$ cat src/rtl/mem_test_pkg.sv
// rtl/mem_test_pkg.sv - shared defaults and address helper for memory_tester
package mem_test_pkg;

  localparam int ADDR_SIZE_DEF = 16;
  localparam int WORD_SIZE_DEF = 16;
  localparam int DEPTH_DEF     = 2;

  localparam logic [WORD_SIZE_DEF-1:0] EXPECTED_ONES = '1;

  // Address is carried at 64 bits so any ADDR_SIZE up to 64 compares without truncation.
  function automatic logic in_range(input logic [63:0] addr, input int unsigned depth);
    return addr < 64'(depth);
  endfunction

endpackage

$ cat src/rtl/mem_word_cell.sv
// rtl/mem_word_cell.sv - one stored word plus a flag saying it holds the expected pattern
module mem_word_cell #(
  parameter int                   WORD_SIZE = 16,
  parameter logic [WORD_SIZE-1:0] EXPECTED  = '1
) (
  input  logic                 clk,
  input  logic                 reset,
  input  logic                 we,
  input  logic [WORD_SIZE-1:0] d,
  output logic [WORD_SIZE-1:0] q,
  output logic                 match
);

  always_ff @(posedge clk or posedge reset) begin
    if (reset) begin
      q     <= '0;
      match <= 1'b0;
    end else if (we) begin
      q     <= d;
      match <= (d == EXPECTED);
    end
  end

endmodule

$ cat src/rtl/memory_tester.sv
// rtl/memory_tester.sv - small bus-target RAM that flags when every word holds EXPECTED
module memory_tester
  import mem_test_pkg::*;
#(
  parameter int                   ADDR_SIZE = ADDR_SIZE_DEF,
  parameter int                   WORD_SIZE = WORD_SIZE_DEF,
  parameter int                   DEPTH     = DEPTH_DEF,
  parameter logic [WORD_SIZE-1:0] EXPECTED  = EXPECTED_ONES
) (
  input  logic                 clk,
  input  logic                 reset,
  input  logic [ADDR_SIZE-1:0] addr,
  input  logic [WORD_SIZE-1:0] data_in,
  output logic [WORD_SIZE-1:0] data_out,
  input  logic                 write_en,
  output logic                 content_ok
);

  logic [63:0]          addr_ext;
  logic                 addr_ok;
  logic [DEPTH-1:0]     we_vec;
  logic [DEPTH-1:0]     match;
  logic [DEPTH-1:0]     match_next;
  logic [WORD_SIZE-1:0] q [DEPTH];
  logic [WORD_SIZE-1:0] rd_word;

  assign addr_ext = 64'(addr);
  assign addr_ok  = in_range(addr_ext, DEPTH);

  // Decode and read mux share the same compare; out-of-range reads fall through to zero.
  always_comb begin
    we_vec  = '0;
    rd_word = '0;
    for (int i = 0; i < DEPTH; i++) begin
      if (addr_ok && (addr_ext == 64'(i))) begin
        we_vec[i] = write_en;
        rd_word   = q[i];
      end
    end
  end

  // Apply this cycle's write to the flags so content_ok tracks the edge that changes them.
  always_comb begin
    match_next = match;
    for (int i = 0; i < DEPTH; i++) begin
      if (we_vec[i]) match_next[i] = (data_in == EXPECTED);
    end
  end

  generate
    for (genvar g = 0; g < DEPTH; g++) begin : g_cell
      mem_word_cell #(
        .WORD_SIZE (WORD_SIZE),
        .EXPECTED  (EXPECTED)
      ) u_cell (
        .clk   (clk),
        .reset (reset),
        .we    (we_vec[g]),
        .d     (data_in),
        .q     (q[g]),
        .match (match[g])
      );
    end
  endgenerate

  always_ff @(posedge clk or posedge reset) begin
    if (reset) begin
      data_out   <= '0;
      content_ok <= 1'b0;
    end else begin
      data_out   <= rd_word;
      content_ok <= &match_next;
    end
  end

endmodule

$ cat config.mk
export PLATFORM = sky130hd
export DESIGN_NAME = memory_tester
export DESIGN_NICKNAME = d
export VERILOG_FILES = /design/src/rtl/mem_test_pkg.sv /design/src/rtl/mem_word_cell.sv /design/src/rtl/memory_tester.sv
export SDC_FILE = /design/constraint.sdc
export NUM_CORES = 1
export LEC_CHECK = 0
export BUFFER_PORTS_ARGS = -buffer_cell sky130_fd_sc_hd__buf_4
export CAP_MARGIN = 20
export CORE_AREA = 2 2 68 70
export CTS_CLUSTER_DIAMETER = 40
export CTS_CLUSTER_SIZE = 16
export DETAILED_ROUTE_END_ITERATION = 8
export DIE_AREA = 0 0 70 72
export GPL_TIMING_DRIVEN = 0
export HOLD_SLACK_MARGIN = 0.08
export PLACE_DENSITY_LB_ADDON = 0.08
export RECOVER_POWER = 25
export SLEW_MARGIN = 20
export SYNTH_ARGS = -nofsm -noshare
export SYNTH_HDL_FRONTEND = slang
export SYNTH_HIERARCHICAL = 1
export SYNTH_SLANG_ARGS = --single-unit
$ cat constraint.sdc
create_clock -name clk -period 1.3 [get_ports clk]
set_clock_uncertainty 0.2 [all_clocks]
set_input_delay 0.13 -clock clk [delete_from_list [all_inputs] [get_ports clk]]
set_output_delay 0.13 -clock clk [all_outputs]
set_load 0.03 [all_outputs]
==> summary.md <==
| Metric | Value |
|---|---|
| Status | finished, violations left |
| Failing checks | negative hold slack, negative setup slack |
| Top FF cell, synth | dfrtp_1 |
| Endpoints failing setup | 50 |
| Maxcap violations | 0 |
| Total clock sinks | 51 |
| Post-Route WL | 5930 microns |
| Mean post-synth cell area | 14.1 sq um |
| Post-route cell area | 0.00323 sq mm |
| DP HPWL | 3360 microns |
| Synth warn | 6 |
| Crit-path slowest cell | mux2_4 |
| FF-to-FF path depth | 4 |
| Seq cells post-synth | 51 |
| CP Data Required Time | 1.30 ns |
| Post-DP Area | 0.00262 sq mm |
| Worst r2r dst | content_ok |
| Top Ports | 52 |
| Setup TNS | -12.79 ns |
| Number of synthesized flops with an enable pin | 0 |
| Die X | 70 microns |
| Cell area after synthesis | 0.00209 sq mm |
| Minimum clock period | 1.79 ns |
| Class of the worst hold path | input port to register |
| Num CTS Buffers | 5 |
| CP endpoint kind | register |
| Asr flop ratio synth | 1.00 |
| Critical path's largest stage delay | 0.30 ns |
| Critical Path, Cell by Cell | buf_4 -> nor4_2 -> and4_1 -> and2b_1 -> buf_6 -> buf_8 -> and2_4 -> buf_8 -> buf_6 -> mux2_4 |
| Die height | 72 microns |
| CP Max Fanout | 5 |
| Core ar. | 0.00426 sq mm |
| Hold_ws | -0.109 ns |
| Crit path DAT | 1.78 ns |
| # DRC | 0 |
| Filler Cell Count | 286 |
| Max Fclk | 0.559 GHz |
| GRT Total Usage | 0.241 |
| Fin crit share | 1.38 |
| Final count of hold timing violations | 2 |
| CTS Root Cell | clkbuf_8 |
| Reg2Reg Setup Slack | 0.18 ns |
| Post-DR wirelength/cell | 20.3 microns |
| Relative slew slack | 0.694 |
| Cell Rows | 24 |
| Critical path launch point type | input port |
| CP startpoint | addr[9] |
| ANT nets after route | 0 |
| R2R Path Start | g_cell[0].u_cell/match |
| PD cells | 894 mW/mm^2 |
| CP endpoint | g_cell[0].u_cell/q[9] |
| Max Buffers Root-to-Sink | 2 |
| Routed vias | 1611 |
| Sequential area share after synthesis | 0.610 |
| Total Nets Final | 275 |
| Vias per std cell | 5.52 |
| Cell family with most CP delay | simple AND/OR/NAND/NOR gates |
| H-tree level count | 2 |
| TritonCTS clock tree | done |
| Placed Cells | 251 |
| Share of layout cells above drive strength 1 | 0.525 |
| Detailed Route Iter0 Violations | 117 |
| Worst vdd ir | 590 uV |
| Initial antenna violation count | 0 |
| Cell variety after synth | 23 |
| Antenna diodes | 0 |
| P_leak | 1.58 nW |
| CTS clk-pin slew, worst paths | 0.08 ns |
| Critical path depth | 10 |
| Post-Layout Cell Count | 292 |
| Mapped Cells | 148 |
| I/O Buffers | 51 |
| Drt pass-1 iters | 4 |
| Unrepaired setup endpoints after global routing | true |
| Syn_nets | 183 |
| Area Growth Syn to Fin | 54.2% |
| Worst setup margin | -0.488 ns |
| Storage element area | 0.00128 sq mm |
| Commonest cells after routing, fill and taps aside | 53 x buf_4, 51 x dfrtp_1, 23 x mux2_4 |
| Largest net degree at the start of global routing | 18 |
| Worst skew pair latency | 0.31 ns |
| Worst path buffer plus inverter count | 5 |
| Aggregate global routing overflow | 0 |
| Multi-input gate area | 843 sq um |
| Setup CP Type | input port to register |
| Max Slew Vio Count | 0 |
| Worst-Margin Slew | 0.458 ns |
| Total chip power | 2.88 mW |
| Number of global-route vias before repair | 1708 |
| GP Congestion | 0.898 |
| Total die area | 0.00504 sq mm |
| Initial core utilization | 0.491 |
| First-pass GRT wire length | 9030 microns |
| Most common cell after layout, fill and taps aside | buf_4 |
[logic make-up after synthesis]
family,after synthesis,synth area share
AO/OA/AOI/OAI,20,0.0837
buffers and inverters,15,0.0496
flip-flops,51,0.610
multiplexers,32,0.171
AND/OR/NAND/NOR,30,0.0855
[power by group]
| group | total, mW | switching (mW) | internal [mW] |
|---|---|---|---|
| registers | 1.59 | 0.000275 | 1.59 |
| clock network | 1.07 | 0.506 | 0.564 |
| logic | 0.228 | 0.112 | 0.117 |
[registers in the layout, indices dropped and copies added, names as in the netlist]
register and flops:
data_out 16, content_ok 1, g_cell.u_cell/q 32, g_cell.u_cell/match 2
[per-stage QoR]
stage	util	worst slack, ns
after CTS	0.732	-0.480
after global placement	0.613	-1.06
after global routing	0.757	-0.555
after floorplan	-	-0.733
after detailed placement	0.613	-1.15
final	0.757	-0.488
[repair_timing]
action                                 CTS  global route
setup endpoints to repair               44           102
pin swaps                                9             1
hold buffers                            17             5
endpoints found under the hold margin   86            15
cloned                                   2             0
gates resized for setup                 18            21
buffers inserted                        13             5
[how the worst min path moves through the flow]
stage / cells past startpoint / start / to / slack, ns
floorplan: 1 / reset / content_ok / -0.14
global placement: 2 / reset / data_out[13] / 0.09
detailed placement: 2 / reset / data_out[13] / 0.1
CTS: 3 / data_in[5] / g_cell[0].u_cell/q[5] / -0.12
global route: 3 / data_in[5] / g_cell[1].u_cell/q[5] / -0.10
finish: 3 / data_in[5] / g_cell[0].u_cell/q[5] / -0.11
[layer usage]
metal	track usage	up-vias	part of all wire	routed length, microns
met3	0.0722	8	0.059	349
met5	0	-	0	0
met4	0.0791	0	0.010	62
li1	-	727	-	-
met1	0.314	821	0.43	2580
met2	0.392	55	0.50	2940
[worst register-to-register path: stages, from the launching register on]
cell	delay, ns
dfrtp_1	0.39
mux2i_1	0.09
nor3_1	0.13
nand2_1	0.08
mux2i_1	0.15
[cell usage after synthesis (3+ instances only)]
cell type  count  area [sq um]
dfrtp_1       51          1280
mux2_2        30           338
a22o_1        16           140
nand4_1       10          62.6
inv_1          7          26.3
buf_6          4          45.0
nand2_1        3          11.3
nor4_1         3          18.8
[cell type report]
type                            instances  area share
Buffer                                  6      0.0271
Clock buffer                            6      0.0225
Clock inverter                          1     0.00931
Inverter                                7      0.0116
Multi-Input combinational cell         82       0.261
Sequential cell                        51       0.396
Tap cell                               52      0.0202
Timing Repair Buffer                   87       0.252
Power figures use the tool's default switching activity.
